`src/rtl/fp_pkg.sv`:
```
// Shared definitions for the FP compare/select path: op codes, class-mask
// bit positions and IEEE-754 single-precision field positions.
package fp_pkg;

    typedef enum logic [2:0] {
        OP_FEQ    = 3'd0,
        OP_FLT    = 3'd1,
        OP_FLE    = 3'd2,
        OP_FMIN   = 3'd3,
        OP_FMAX   = 3'd4,
        OP_FCLASS = 3'd5
    } fp_op_e;

    localparam int unsigned CLS_W    = 10;
    localparam int unsigned CLS_NINF = 0;
    localparam int unsigned CLS_NNRM = 1;
    localparam int unsigned CLS_NSUB = 2;
    localparam int unsigned CLS_NZERO = 3;
    localparam int unsigned CLS_PZERO = 4;
    localparam int unsigned CLS_PSUB = 5;
    localparam int unsigned CLS_PNRM = 6;
    localparam int unsigned CLS_PINF = 7;
    localparam int unsigned CLS_SNAN = 8;
    localparam int unsigned CLS_QNAN = 9;

    localparam logic [CLS_W-1:0] NAN_MASK  = 10'b11_0000_0000;
    localparam logic [CLS_W-1:0] SNAN_MASK = 10'b01_0000_0000;
    localparam logic [CLS_W-1:0] ZERO_MASK = 10'b00_0001_1000;

    localparam logic [31:0] CANON_NAN = 32'h7FC0_0000;

    localparam int unsigned SIGN_BIT  = 31;
    localparam int unsigned EXP_MSB   = 30;
    localparam int unsigned EXP_LSB   = 23;
    localparam int unsigned MAN_MSB   = 22;
    localparam int unsigned QUIET_BIT = 22;

endpackage

```
`src/rtl/fp_class_mask.sv`:
```
// Combinational classifier: single-precision value to one-hot 10-bit
// class mask (FCLASS.S bit layout).
module fp_class_mask
    import fp_pkg::*;
(
    input  logic [31:0]      val,
    output logic [CLS_W-1:0] cls
);

    logic                       sign;
    logic [EXP_MSB-EXP_LSB:0]   expo;
    logic [MAN_MSB:0]           man;

    assign sign = val[SIGN_BIT];
    assign expo = val[EXP_MSB:EXP_LSB];
    assign man  = val[MAN_MSB:0];

    always_comb begin
        cls = '0;
        if (expo == '1) begin
            if (man == '0)
                cls[sign ? CLS_NINF : CLS_PINF] = 1'b1;
            else if (man[QUIET_BIT])
                cls[CLS_QNAN] = 1'b1;
            else
                cls[CLS_SNAN] = 1'b1;
        end else if (expo == '0) begin
            if (man == '0)
                cls[sign ? CLS_NZERO : CLS_PZERO] = 1'b1;
            else
                cls[sign ? CLS_NSUB : CLS_PSUB] = 1'b1;
        end else begin
            cls[sign ? CLS_NNRM : CLS_PNRM] = 1'b1;
        end
    end

endmodule

```
`src/rtl/fp_cmp_unit.sv`:
```
// Two-stage pipelined FEQ/FLT/FLE/FMIN/FMAX/FCLASS unit: stage 1 classifies
// both operands, stage 2 compares/selects and drives the output register.
module fp_cmp_unit
    import fp_pkg::*;
#(
    parameter int unsigned TAG_W     = 5,
    parameter logic [31:0] CANON_NAN = fp_pkg::CANON_NAN
) (
    input  logic             clk,
    input  logic             rst,
    input  logic             in_valid,
    output logic             in_ready,
    input  logic [2:0]       op,
    input  logic [31:0]      rs1,
    input  logic [31:0]      rs2,
    input  logic [TAG_W-1:0] tag_in,
    output logic             out_valid,
    input  logic             out_ready,
    output logic [31:0]      result,
    output logic [TAG_W-1:0] tag_out,
    output logic             flag_nv
);

    logic             s1_valid;
    logic [2:0]       s1_op;
    logic [TAG_W-1:0] s1_tag;
    logic [31:0]      s1_a;
    logic [31:0]      s1_b;
    logic [CLS_W-1:0] s1_cls1;
    logic [CLS_W-1:0] s1_cls2;
    logic [CLS_W-1:0] cls1_d;
    logic [CLS_W-1:0] cls2_d;

    logic s2_adv;
    logic s1_adv;

    assign s2_adv   = !out_valid || out_ready;
    assign s1_adv   = !s1_valid || s2_adv;
    assign in_ready = s1_adv;

    fp_class_mask u_cls1 (.val(rs1), .cls(cls1_d));
    fp_class_mask u_cls2 (.val(rs2), .cls(cls2_d));

    always_ff @(posedge clk) begin
        if (rst)
            s1_valid <= 1'b0;
        else if (s1_adv)
            s1_valid <= in_valid;
    end

    always_ff @(posedge clk) begin
        if (s1_adv && in_valid) begin
            s1_op   <= op;
            s1_tag  <= tag_in;
            s1_a    <= rs1;
            s1_b    <= rs2;
            s1_cls1 <= cls1_d;
            s1_cls2 <= cls2_d;
        end
    end

    logic        nan1, nan2, snan1, snan2, any_nan, both_zero;
    logic        eq, lt;
    logic [31:0] sel_min, sel_max;
    logic [31:0] res_d;
    logic        nv_d;

    assign nan1      = |(s1_cls1 & NAN_MASK);
    assign nan2      = |(s1_cls2 & NAN_MASK);
    assign snan1     = |(s1_cls1 & SNAN_MASK);
    assign snan2     = |(s1_cls2 & SNAN_MASK);
    assign any_nan   = nan1 || nan2;
    assign both_zero = (|(s1_cls1 & ZERO_MASK)) && (|(s1_cls2 & ZERO_MASK));
    assign eq        = !any_nan && (both_zero || (s1_a == s1_b));

    always_comb begin
        lt = 1'b0;
        if (s1_a[SIGN_BIT] != s1_b[SIGN_BIT])
            lt = s1_a[SIGN_BIT] && !both_zero;
        else if (!s1_a[SIGN_BIT])
            lt = s1_a[30:0] < s1_b[30:0];
        else
            lt = s1_a[30:0] > s1_b[30:0];
    end

    // Signed zeros compare equal, so the sign bit alone picks min/max there.
    always_comb begin
        sel_min = s1_b;
        sel_max = s1_a;
        if (nan1 && nan2) begin
            sel_min = CANON_NAN;
            sel_max = CANON_NAN;
        end else if (nan1) begin
            sel_min = s1_b;
            sel_max = s1_b;
        end else if (nan2) begin
            sel_min = s1_a;
            sel_max = s1_a;
        end else if (both_zero) begin
            sel_min = s1_a[SIGN_BIT] ? s1_a : s1_b;
            sel_max = s1_a[SIGN_BIT] ? s1_b : s1_a;
        end else begin
            sel_min = lt ? s1_a : s1_b;
            sel_max = lt ? s1_b : s1_a;
        end
    end

    always_comb begin
        res_d = '0;
        nv_d  = 1'b0;
        case (s1_op)
            OP_FEQ: begin
                res_d = {31'b0, eq};
                nv_d  = snan1 || snan2;
            end
            OP_FLT: begin
                res_d = {31'b0, lt && !any_nan};
                nv_d  = any_nan;
            end
            OP_FLE: begin
                res_d = {31'b0, (lt || eq) && !any_nan};
                nv_d  = any_nan;
            end
            OP_FMIN: begin
                res_d = sel_min;
                nv_d  = snan1 || snan2;
            end
            OP_FMAX: begin
                res_d = sel_max;
                nv_d  = snan1 || snan2;
            end
            OP_FCLASS: begin
                res_d = {22'b0, s1_cls1};
            end
            default: begin
                res_d = '0;
                nv_d  = 1'b0;
            end
        endcase
    end

    always_ff @(posedge clk) begin
        if (rst) begin
            out_valid <= 1'b0;
            result    <= '0;
            tag_out   <= '0;
            flag_nv   <= 1'b0;
        end else if (s2_adv) begin
            out_valid <= s1_valid;
            if (s1_valid) begin
                result  <= res_d;
                tag_out <= s1_tag;
                flag_nv <= nv_d;
            end
        end
    end

endmodule
```
`config.mk`:
```
export PLATFORM = sky130hd
export DESIGN_NAME = fp_cmp_unit
export DESIGN_NICKNAME = d
export VERILOG_FILES = /design/src/rtl/fp_pkg.sv /design/src/rtl/fp_class_mask.sv /design/src/rtl/fp_cmp_unit.sv
export SDC_FILE = /design/constraint.sdc
export NUM_CORES = 1
export LEC_CHECK = 0
export CORE_ASPECT_RATIO = 1.4
export CORE_MARGIN = 1.5
export CORE_UTILIZATION = 49
export CTS_BUF_LIST = sky130_fd_sc_hd__clkbuf_16
export DETAILED_ROUTE_END_ITERATION = 6
export GPL_ROUTABILITY_DRIVEN = 0
export HOLD_SLACK_MARGIN = 0.06
export PLACE_DENSITY = 0.84
export RECOVER_POWER = 50
export SLEW_MARGIN = 25
export SYNTH_ARGS = -nofsm -noshare
export SYNTH_HDL_FRONTEND = slang
export SYNTH_HIERARCHICAL = 1
export SYNTH_SLANG_ARGS = --single-unit
```
`constraint.sdc`:
```
create_clock -name clk -period 3.5 [get_ports clk]
set_input_delay 0.7 -clock clk [delete_from_list [all_inputs] [get_ports clk]]
set_output_delay 0.7 -clock clk [all_outputs]
set_load 0.005 [all_outputs]
```
== After elaboration in Yosys (flattened, before gate mapping) ==
Cells that the tools add are included.

* Equality and inequality tests: 9
* Reduce and logical (&&, ||, !) cells: 37
* Muxes and demuxes: 54
* Magnitude comparators: 18

{| class="wikitable"
|+ Operators by type and width
! kind !! count
|-
| $mux W32 || 12
|-
| $ge A32 B1 Y1 const B || 8
|-
| $lt A32 B5 Y1 const B || 8
|-
| $pmux W32 S6 || 1
|-
| $mux W10 || 6
|-
| $logic_not A23 Y1 || 2
|-
| $demux W1 S4 || 8
|-
| $eq A32 B32 Y1 || 1
|-
| $gt A31 B31 Y1 || 1
|-
| $lt A31 B31 Y1 || 1
|-
| $mux W3 || 8
|-
| $eq A8 B8 Y1 const B || 2
|-
| $logic_not A8 Y1 || 2
|-
| $mux W8 || 2
|-
| $logic_and A1 B1 Y1 || 15
|-
| $mux W1 || 14
|-
| $reduce_or A2 Y1 || 5
|-
| $eq A3 B2 Y1 const B || 2
|-
| $eq A3 B3 Y1 const B || 2
|-
| $logic_or A1 B1 Y1 || 6
|-
| $logic_not A1 Y1 || 4
|-
| $mux W2 || 2
|-
| $eq A3 B1 Y1 const B || 1
|-
| $logic_not A3 Y1 || 1
|-
| 4 further kinds || 4
|}

* Output and inout port bits: 40
* Word-level logic and storage cells: 129
* Input bits: 76
* Flip-flop bits (word level): 132

== Depth between registers and ports, before layout ==
Gate-level depths: netlist (run 1).

* Word-level depth: 11
* Mapped depth: 11
* Mapped depth without buffers: 10

== Modules after synthesis ==
The synthesis (run 1) kept the hierarchy.

{| class="wikitable"
|+ By module, submodules not included
! module !! area each (µm²) !! sequential area each (µm²) !! times used !! cells an instance
|-
| fp_cmp_unit || 6481.2 || 3383.2 || 1 || 593
|-
| fp_class_mask (u_cls2) || 241.5 || 0.0 || 1 || 29
|-
| fp_class_mask (u_cls1) || 224.0 || 0.0 || 1 || 29
|}

== Worst setup path after synthesis (run 1) ==
OpenSTA, ideal clock, no wires.

* Kind: input -> register
* From: input out_ready
* To: register s1_a[0], enable pin
* Setup time: 0.454 ns
* Buffers on the path: 0
* Data arrival time: 2.872 ns
* Stages: 3
* Data required time: 3.046 ns
* Slack: 0.174 ns
* Cells stage by stage: nor2b_1 -> nand2_1 -> and2_1

* Word-level cells in the longest chain between the ends: 3

{| class="wikitable"
|+ RTL lines
! what !! RTL line !! text
|-
| from (decl) || fp_cmp_unit.sv:18 || <nowiki>input logic out_ready,</nowiki>
|-
| $logic_or A1 B1 Y1 || fp_cmp_unit.sv:37 || <nowiki>assign s2_adv = !out_valid || out_ready;</nowiki>
|-
| $logic_or A1 B1 Y1 || fp_cmp_unit.sv:38 || <nowiki>assign s1_adv = !s1_valid || s2_adv;</nowiki>
|-
| net in_ready || fp_cmp_unit.sv:12 || <nowiki>output logic in_ready,</nowiki>
|-
| $logic_and A1 B1 Y1 || fp_cmp_unit.sv:52 || <nowiki>if (s1_adv && in_valid) begin</nowiki>
|-
| to (signal assigned) || fp_cmp_unit.sv:55 || <nowiki>s1_a <= rs1;</nowiki>
|-
| to (decl) || fp_cmp_unit.sv:27 || <nowiki>logic [31:0] s1_a;</nowiki>
|}

The timed path passes the listed nets, and every way through them passes these cells.
A chain may end at the register's enable or synchronous reset.

== Worst setup path in the final report (run 1) ==
* From: register s1_b[23]
* To: register result[5]

* Word-level cells in the longest chain between the ends: 9
* Elaborated cells between the ends (all ways): 15
* Those cells by class: 2 x order compare; 13 x mux

{| class="wikitable"
|+ RTL lines
! what !! RTL line !! text
|-
| from (decl) || fp_cmp_unit.sv:28 || <nowiki>logic [31:0] s1_b;</nowiki>
|-
| from (signal assigned) || fp_cmp_unit.sv:56 || <nowiki>s1_b <= rs2;</nowiki>
|-
| $lt A31 B31 Y1 / $gt A31 B31 Y1 (equally long branches) || fp_cmp_unit.sv:81, fp_cmp_unit.sv:83 ||
|-
| $mux W1 (*) || fp_cmp_unit.sv:80 || <nowiki>else if (!s1_a[SIGN_BIT])</nowiki>
|-
| $mux W1 (*) || fp_cmp_unit.sv:78 || <nowiki>if (s1_a[SIGN_BIT] != s1_b[SIGN_BIT])</nowiki>
|-
| $mux W32 (on tied branches) || fp_cmp_unit.sv:104, fp_cmp_unit.sv:103 ||
|-
| $mux W32 || fp_cmp_unit.sv:99 || <nowiki>end else if (both_zero) begin</nowiki>
|-
| $mux W32 || fp_cmp_unit.sv:96 || <nowiki>end else if (nan2) begin</nowiki>
|-
| $mux W32 || fp_cmp_unit.sv:93 || <nowiki>end else if (nan1) begin</nowiki>
|-
| $mux W32 || fp_cmp_unit.sv:90 || <nowiki>if (nan1 && nan2) begin</nowiki>
|-
| $pmux W32 S6 (*) || fp_cmp_unit.sv:111 || <nowiki>case (s1_op)</nowiki>
|-
| to (signal assigned) || fp_cmp_unit.sv:151 || <nowiki>result <= res_d;</nowiki>
|-
| to (decl) || fp_cmp_unit.sv:19 || <nowiki>output logic [31:0] result,</nowiki>
|}

Every way passes the cells marked *; elsewhere a longest branch is shown, timed or not.

==> impl_metrics.py, run 1 <==
metrics = {
    "status": {
        "status": "finished, violations left",
        "violations": "DRC, capacitance limit, slew limit",
    },
    "worst_setup_path": {
        "cpMaxStageDelayCell": "edfxtp_1",
        "worst_setup_path_end_kind": "register",
        "crit_top_cell": "nand4_1",
        "r2r-end": "result[5]$_SDFFE_PP0P_",
        "cp_max_fo": 21,
        "crit_arrival_ns": 3.51,
        "crit_type": "register to register",
        "worst_ep_required_time_ns": 3.80,
        "r2r_cells": 10,
        "slowest_delay_ns": 0.48,
        "reg2reg_slack_ns": 0.29,
        "crit_chain": "inv_1 > ha_1 > nand4_1 > nor4_4 > a2111oi_2 > nand4_1 > o22ai_2 > or2_4 > o21ai_4 > a221o_1",
        "rr_startpoint": "s1_b[23]$_DFFE_PP_",
        "startpoint_type": "register",
    },
    "timing": {
        "max_slew.worst_pin.slew_ns": 1.78,
        "rsz0062_at_grt": "no",
        "finalCritPeriodShare_pct": 91.8,
        "slew_violations": 34,
        "fin_skew_ns": 0.00951,
        "fmax_mhz": 311,
        "fin_tns_setup_ns": 0,
        "slew_headroom_pct": -18.5,
        "hold_viol": 0,
        "setup_viol": 0,
        "fin_crit_ns": 3.21,
    },
    "finish": {
        "areaGrowthSynthToFinish_pct": 28.8,
        "fill_cells": 1033,
        "final_common_cell": "edfxtp_1",
        "fin_nets": 869,
        "multi_input_area_um2": 3220,
        "final_cell_mix": "edfxtp_1 (86), dlygate4sd3_1 (78), a21oi_1 (67), nand2_1 (55), nor2_1 (44)",
        "regArea_um2": 3380,
        "post_route_cells_drive_above_1_share_pct": 12.4,
        "num_antenna_cells": 0,
        "design_area_um2": 8890,
    },
    "routing": {
        "route.met3.wl_um": 2250,
        "routed_wl_um": 21300,
        "wl_met2_um": 10700,
        "antenna_left": 0,
        "via_per_inst": 6.70,
        "routedWlPerCell_um": 22.2,
        "top_layer": "met4",
        "vias": 6419,
        "drt-met1-wl_um": 7250,
        "drc": 4,
        "dr.first_iter.drc_count": 732,
        "firstDrtPassIters": 7,
    },
    "power_and_ir_drop": {
        "ir_drop_v": 0.000309,
        "cellPowerDensity_nw_per_um2": 479,
        "p_leak_nw": 3.31,
    },
    "flow_run": {
        "maxCapViolCount": 1,
    },
    "cts": {
        "clkSinkCount": 126,
        "clk_pin_slew_ns": 0.06,
        "tritoncts": "yes",
        "cts_resized": 0,
        "clk_path_buf_depth": 2,
        "htreeDepth": 4,
        "numCtsBuffers": 17,
        "cts_hold_buf": 0,
        "postCtsSetupBuffers": 0,
        "clock_latency_ns": 0.42,
        "cts-root-buf": "clkbuf_16",
    },
    "floorplanning": {
        "io-pin-count": 116,
        "die_x_um": 103,
        "rows": 51,
        "initial_core_util_pct": 49.9,
        "dieArea_um2": 14800,
        "dieHeight_um": 143,
        "coreArea_um2": 13800,
    },
    "logic_synthesis": {
        "yosysWarnings": 6,
        "syn_inst": 644,
        "netlist_area_um2": 6900,
        "syn_area_per_cell_um2": 10.7,
        "syn_nets": 753,
    },
    "min_path": {
        "whs_endpoint": "tag_out[1]$_SDFFE_PP0P_",
        "min_path_cells": 2,
        "hp-class": "register to register",
        "worstHoldStart": "tag_out[1]$_SDFFE_PP0P_",
    },
    "grt": {
        "grt_first_pass_wirelength_um": 33200,
        "grt_pass1_vias": 6438,
        "grt_max_degree": 54,
        "track_usage_pct": 29.7,
        "antenna_found_initial": 0,
        "overflow": 0,
    },
    "placement": {
        "placed_area_um2": 8290,
        "io_buffers": 115,
        "hpwlAfterDp_um": 14300,
    },
}
worst max-delay path, delay by kind of cell, from the launching register on:
family / cells / cell delay [ns]
AOI/OAI and AO/OA: 4 / 1.29
adders and majority gates: 1 / 0.24
buffers and inverters: 1 / 0.13
and+or+nand+nor: 4 / 0.96
DFF: 1 / 0.48
where the power goes:
| group | total (W) | internal [W] | switching [W] |
|---|---|---|---|
| clock network | 0.00195 | 0.00126 | 0.000686 |
| logic | 0.000554 | 0.000240 | 0.000315 |
| registers | 0.00176 | 0.00168 | 0.0000764 |
| total | 0.00426 | 0.00318 | 0.00108 |
metrics by stage:
| stage | utilization (%) | instances | setup WS, ns | total power, W | hold slack, ns |
|---|---|---|---|---|---|
| floorplan | - | 644 | 0.174 | 0.00207 | 0.453 |
| global placement | 59.8 | 926 | 0.504 | 0.00231 | 0.443 |
| detailed placement | 59.8 | 926 | 0.382 | 0.00233 | 0.453 |
| CTS | 64.5 | 958 | 0.335 | 0.00426 | 0.461 |
| global route | 64.2 | 958 | 0.142 | 0.00436 | 0.489 |
| finish | 64.2 | 958 | 0.287 | 0.00426 | 0.455 |
per-layer routing:
metal | track usage (%) | vias up
li1 | - | 2760
met1 | 33.8 | 3016
met4 | 15.8 | 0
met5 | 0 | -
met2 | 51.5 | 530
met3 | 6.37 | 113
worst max path at each step:
| stage | from | endpoint | slack [ns] | cells past startpoint |
|---|---|---|---|---|
| after floorplan | out_ready | s1_a[0]$_DFFE_PP_ | 0.17 | 3 |
| after global placement | s1_a[23]$_DFFE_PP_ | result[4]$_SDFFE_PP0P_ | 0.50 | 9 |
| after detailed placement | s1_a[29]$_DFFE_PP_ | result[5]$_SDFFE_PP0P_ | 0.38 | 9 |
| after CTS | s1_a[29]$_DFFE_PP_ | result[5]$_SDFFE_PP0P_ | 0.34 | 9 |
| after global routing | s1_a[12]$_DFFE_PP_ | result[5]$_SDFFE_PP0P_ | 0.14 | 9 |
| final | s1_b[23]$_DFFE_PP_ | result[5]$_SDFFE_PP0P_ | 0.29 | 10 |
final cells by class:
cell class,instances,area share (%)
clock buffers,17,4.78
clock inverters,15,2.45
repair buffers,132,14.5
flip-flops and latches,126,38.0
well taps,185,2.60
inverters,35,1.48
multi-input cells,448,36.2
registers in the layout, summed over array words and instances (netlist names), 3 cells and up:
register  count
result       32
s1_cls2       4
s1_b         32
tag_out       5
s1_op         3
s1_tag        5
s1_cls1      10
s1_a         32
Power figures use the tool's default switching activity.
==> run 2: changes to the inputs <==
--- a/config.mk
+++ b/config.mk
@@ -19,3 +19,4 @@
 export SYNTH_HDL_FRONTEND = slang
 export SYNTH_HIERARCHICAL = 1
 export SYNTH_SLANG_ARGS = --single-unit
+export TNS_END_PERCENT = 100
==> constraint.sdc (replaced) <==
create_clock -name clk -period 3 [get_ports clk]
set_input_delay 0.6 -clock clk [delete_from_list [all_inputs] [get_ports clk]]
set_output_delay 0.6 -clock clk [all_outputs]
set_load 0.005 [all_outputs]
==> run 2 against run 1 <==
Effect of this change:
- the run ends with setup timing left
- sequential share of layout area is 0.77 points lower
- global-route usage is 0.35 points lower
- cell area is 2.1% higher
- critical endpoint is now result[9]$_SDFFE_PP0P_
- highest routed layer unchanged
==> impl_metrics.py, run 2 (synthesis gave the netlist of run 1 again) <==
metrics = {
    "worst_setup_path": {
        "cp_max_fo": 9,
        "worst_setup_path_end_kind": "register",
        "crit_family": "compound AO/OA/AOI/OAI gates",
        "reg2reg_slack_ns": -0.02,
        "worst_ep_required_time_ns": 3.31,
        "crit_arrival_ns": 3.33,
        "cp.buffers_inverters": 1,
        "crit_chain": "inv_1 > ha_1 > nand4_1 > nor4_4 > nand3_2 > a31oi_4 > o211a_4 > or2_4 > o21ai_4 > a221o_1",
        "cpMaxStageDelayCell": "edfxtp_1",
        "startpoint_type": "register",
        "crit_type": "register to register",
        "slowest_delay_ns": 0.42,
    },
    "floorplanning": {
        "dieArea_um2": 14800,
        "io-pin-count": 116,
        "coreArea_um2": 13800,
        "dieHeight_um": 143,
        "rows": 51,
        "die_x_um": 103,
        "initial_core_util_pct": 49.9,
    },
    "timing": {
        "max_slew.worst_pin.slew_ns": 1.49,
        "worst_slack_ns": -0.0237,
        "slew_headroom_pct": 0.347,
        "fin_skew_ns": 0.00784,
        "finalCritPeriodShare_pct": 101,
        "hold_slack_ns": 0.454,
        "fmax_mhz": 331,
        "slew_violations": 0,
        "setup_viol": 4,
        "fin_crit_ns": 3.02,
        "hold_viol": 0,
    },
    "power_and_ir_drop": {
        "power_switching_w": 0.00127,
        "finalPower_w": 0.00476,
        "p_seq_share_pct": 43.1,
        "p_leak_nw": 3.36,
        "p_clk_share_pct": 42.1,
        "internal-power_w": 0.00349,
        "sw_frac_of_total_pct": 26.7,
        "cellPowerDensity_nw_per_um2": 524,
        "ir_drop_v": 0.000336,
        "p_comb_share_pct": 14.8,
    },
    "finish": {
        "top_regs": "result: 32 flops, s1_a: 32 flops, s1_b: 32 flops",
        "utilization_pct": 65.6,
        "post_route_cells_drive_above_1_share_pct": 15.2,
        "final_common_cell": "edfxtp_1",
        "fin_nets": 885,
        "areaGrowthSynthToFinish_pct": 31.5,
        "design_area_um2": 9080,
        "final_cell_mix": "edfxtp_1 (86), dlygate4sd3_1 (77), a21oi_1 (67), nand2_1 (55), nor2_1 (44)",
        "num_antenna_cells": 0,
    },
    "cts": {
        "clock_latency_ns": 0.43,
        "htreeDepth": 4,
        "cts-root-buf": "clkbuf_16",
        "clk_path_buf_depth": 2,
        "clk_pin_slew_ns": 0.06,
        "clkSinkCount": 126,
        "numCtsBuffers": 17,
        "tritoncts": "yes",
    },
    "grt": {
        "grt_pass1_vias": 6285,
        "grt_max_degree": 33,
        "overflow": 0,
        "antenna_found_initial": 0,
        "grt_first_pass_wirelength_um": 32500,
        "track_usage_pct": 29.4,
    },
    "routing": {
        "routed_wl_um": 21800,
        "routedWlPerCell_um": 22.4,
        "drc": 0,
        "antenna_left": 0,
        "via_per_inst": 6.63,
        "vias": 6457,
        "dr.first_iter.drc_count": 764,
        "firstDrtPassIters": 6,
    },
    "placement": {
        "hpwlAfterDp_um": 14600,
        "io_buffers": 115,
        "dp_slack_ns": -0.0293,
        "placed_area_um2": 8360,
    },
    "status": {
        "status": "finished, violations left",
        "violations": "setup timing",
    },
    "flow_run": {
        "maxCapViolCount": 0,
    },
    "min_path": {
        "hp-class": "register to register",
    },
}
run 2: cell types whose count changed in the layout (fill, tap and decap cells not counted), sizes merged:
cell	before	now
dlygate4sd3	78	77
clkdlybuf4s50	37	38
buf	16	32
clkinvlp	0	6
bufinv	5	2
clkinv	8	5
run 2: final timing paths:
path,startpoint,to,cells after the start
hold / removal,tag_out[4]$_SDFFE_PP0P_,tag_out[4]$_SDFFE_PP0P_,2
setup / recovery,s1_b[22]$_DFFE_PP_,result[9]$_SDFFE_PP0P_,10
hold reg to reg,tag_out[4]$_SDFFE_PP0P_,tag_out[4]$_SDFFE_PP0P_,2
setup reg to reg,s1_b[22]$_DFFE_PP_,result[9]$_SDFFE_PP0P_,10
run 2: power groups by stage:
stage / clock [W] / combinational (W) / sequential (W)
final: 0.00200 / 0.000704 / 0.00205
after CTS: 0.00201 / 0.000677 / 0.00204
after detailed placement: 0 / 0.000665 / 0.00208
after floorplan: 0 / 0.000357 / 0.00206
after global routing: 0.00209 / 0.000751 / 0.00206
after global placement: 0 / 0.000637 / 0.00207
run 2: layout make-up:
cell class	instances	area, µm²
fillers	1010	4770
flip-flops and latches	126	3380
multi-input cells	448	3310
repair buffers	148	1450
clock buffers	17	425
well taps	185	231
clock inverters	15	149
inverters	35	131
run 2: metrics by stage:
stage / setup TNS [ns] / std cells
after CTS: 0 / 963
after floorplan: 0 / 644
after global placement: 0 / 931
after detailed placement: -0.126 / 931
final: -0.0481 / 974
after global routing: -2.38 / 974
run 2: per-layer routing:
metal | GRT usage [%] | wire (µm)
met3 | 5.98 | 2080
met1 | 33.4 | 7600
met4 | 19.3 | 1280
met5 | 0 | 0
met2 | 49.2 | 10800
run 2: tightest hold or removal path, delay by kind of cell (launching register included):
family             cells  cell delay (ns)
AOI/OAI and AO/OA      1             0.05
and+or+nand+nor        1             0.05
DFF                    1             0.30
run 2: timing repair:
| item | CTS | global route |
|---|---|---|
| resized for setup | 2 | 10 |
| hold buffers | 0 | 0 |
| buffers inserted | 0 | 11 |
| endpoints found under the setup margin | 9 | 31 |
| pin swaps | 0 | 6 |
==> run 3: changes to the inputs <==
--- a/config.mk
+++ b/config.mk
@@ -14,6 +14,7 @@
 export HOLD_SLACK_MARGIN = 0.06
 export PLACE_DENSITY = 0.84
 export RECOVER_POWER = 50
+export SKIP_LAST_GASP = 1
 export SLEW_MARGIN = 25
 export SYNTH_ARGS = -nofsm -noshare
 export SYNTH_HDL_FRONTEND = slang
==> run 3 against run 2 <==
Effect of this change:
- the flow still finishes with violations (setup timing)
- worst setup slack got worse by 0.028 ns
- die area did not move
- worst hold slack barely moved
- clock-buffer cell count did not move
- maximum frequency fell by 0.90%
- via count fell by 0.20%
- non-clock buffer count did not move
- combinational power barely moved
- utilization did not move
- total power barely moved
- critical path type unchanged
==> impl_metrics.py, run 3 (synthesis gave the netlist of run 1 again) <==
metrics = {
    "cts": {
        "htreeDepth": 4,
        "numCtsBuffers": 17,
        "clock_latency_ns": 0.43,
        "cts_hold_buf": 0,
        "clk_path_buf_depth": 2,
        "clk_pin_slew_ns": 0.06,
        "clkSinkCount": 126,
        "cts-root-buf": "clkbuf_16",
        "tritoncts": "yes",
    },
    "timing": {
        "max_slew.worst_pin.slew_ns": 1.48,
        "fin_tns_setup_ns": -0.491,
        "worst_slack_ns": -0.0512,
        "setup_viol": 24,
        "slew_violations": 0,
        "fin_skew_ns": 0.00979,
        "fmax_mhz": 328,
        "fin_crit_ns": 3.05,
        "slew_headroom_pct": 1.19,
        "finalCritPeriodShare_pct": 102,
        "hold_viol": 0,
    },
    "grt": {
        "grt_first_pass_wirelength_um": 32400,
        "antenna_found_initial": 0,
        "grt_max_degree": 33,
        "overflow": 0,
        "grt_pass1_vias": 6289,
        "track_usage_pct": 29.2,
    },
    "power_and_ir_drop": {
        "p_clk_share_pct": 42.2,
        "internal-power_w": 0.00349,
        "cellPowerDensity_nw_per_um2": 525,
        "power_switching_w": 0.00127,
        "ir_drop_v": 0.000338,
        "p_comb_share_pct": 14.8,
        "p_seq_share_pct": 43.0,
        "p_leak_nw": 3.36,
        "sw_frac_of_total_pct": 26.8,
    },
    "routing": {
        "via_per_inst": 6.62,
        "antenna_left": 0,
        "vias": 6444,
        "firstDrtPassIters": 6,
        "dr.first_iter.drc_count": 723,
        "routed_wl_um": 21700,
        "drc": 0,
        "routedWlPerCell_um": 22.3,
    },
    "placement": {
        "hpwlAfterDp_um": 14600,
        "io_buffers": 115,
        "dp_cells": 931,
    },
    "min_path": {
        "hp-class": "register to register",
        "whs_endpoint": "tag_out[4]$_SDFFE_PP0P_",
        "min_path_cells": 2,
        "worstHoldStart": "tag_out[4]$_SDFFE_PP0P_",
    },
    "floorplanning": {
        "coreArea_um2": 13800,
        "initial_core_util_pct": 49.9,
        "die_x_um": 103,
        "rows": 51,
        "dieArea_um2": 14800,
        "io-pin-count": 116,
        "dieHeight_um": 143,
    },
    "flow_run": {
        "maxCapViolCount": 0,
    },
    "finish": {
        "num_antenna_cells": 0,
        "fin_nets": 885,
        "final_common_cell": "edfxtp_1",
        "multi_input_area_um2": 3310,
        "final_cell_mix": "edfxtp_1 (86), dlygate4sd3_1 (77), a21oi_1 (67), nand2_1 (55), nor2_1 (44)",
        "regArea_um2": 3380,
        "post_route_cells_drive_above_1_share_pct": 15.2,
        "areaGrowthSynthToFinish_pct": 31.5,
        "fin_cells": 974,
        "top_regs": "result: 32 flops, s1_a: 32 flops, s1_b: 32 flops",
        "fill_cells": 1010,
    },
    "worst_setup_path": {
        "worst_setup_path_end_kind": "register",
        "rr_startpoint": "s1_a[19]$_DFFE_PP_",
        "startpoint_type": "register",
        "r2r_cells": 9,
        "r2r-end": "result[9]$_SDFFE_PP0P_",
        "crit_type": "register to register",
        "cp_max_fo": 9,
        "reg2reg_slack_ns": -0.05,
        "worst_ep_required_time_ns": 3.31,
        "crit_arrival_ns": 3.36,
    },
    "status": {
        "status": "finished, violations left",
        "violations": "setup timing",
    },
}
-- run 3: cell counts in the layout (fill, tap and decap cells not counted) --
Identical to the previous run, type by type.
-- run 3: timing repair --
item	4_1_cts	5_1_grt
hold endpoints to repair	0	0
gates cloned	0	0
resized for setup	1	11
setup endpoints to repair	9	31
setup buffers	0	11
pin swaps	0	4
-- run 3: cell type report --
class	instances	share of cell area, %
clock buffers	17	4.69
clock inverters	15	1.64
well taps	185	2.55
flip-flops and latches	126	37.3
inverters	35	1.45
multi-input cells	448	36.4
repair buffers	148	16.0
-- run 3: metal layers --
layer / up-vias / share of wire (%) / track usage [%]
met5: - / 0 / 0
met4: 0 / 5.2 / 18.8
met3: 126 / 9.8 / 5.89
met2: 539 / 51 / 49.3
met1: 2971 / 34 / 33.0
li1: 2808 / - / -
-- run 3: stage by stage --
stage                     hold WS, ns  cell area [µm²]  utilization [%]  total power [W]  setup slack, ns
after detailed placement        0.451             8360             60.4          0.00274          -0.0293
final                           0.454             9080             65.6          0.00476          -0.0512
after CTS                       0.458             8940             64.6          0.00473         -0.00744
after floorplan                 0.453             6900                -          0.00241            0.407
after global placement          0.444             8360             60.4          0.00271           0.0729
after global routing            0.466             9080             65.6          0.00489           -0.115
-- run 3: critical path, stage by stage (launching register included) --
cell and delay [ns]:
edfxtp_1 0.46, ha_1 0.39, nand4_1 0.24, nor4_4 0.37, nand3_2 0.22, a31oi_4 0.32
o211a_4 0.25, or2_4 0.17, o21ai_4 0.12, a221o_1 0.39
-- run 3: worst max-delay path by stage --
stage / start / to / slack, ns / cells after the start
floorplan: s1_a[29]$_DFFE_PP_ / result[10]$_SDFFE_PP0P_ / 0.41 / 10
detailed placement: s1_a[13]$_DFFE_PP_ / result[9]$_SDFFE_PP0P_ / -0.03 / 9
global placement: s1_a[12]$_DFFE_PP_ / result[4]$_SDFFE_PP0P_ / 0.07 / 9
CTS: s1_b[12]$_DFFE_PP_ / result[20]$_SDFFE_PP0P_ / -0.007 / 11
finish: s1_a[19]$_DFFE_PP_ / result[9]$_SDFFE_PP0P_ / -0.05 / 9
global route: s1_b[19]$_DFFE_PP_ / result[1]$_SDFFE_PP0P_ / -0.12 / 10
-- run 3: power by group through the flow --
stage	clock, W	combinational (W)	sequential, W
after floorplan	0	0.000357	0.00206
after global placement	0	0.000637	0.00207
after detailed placement	0	0.000665	0.00208
after CTS	0.00201	0.000676	0.00204
after global routing	0.00208	0.000750	0.00206
final	0.00201	0.000705	0.00205
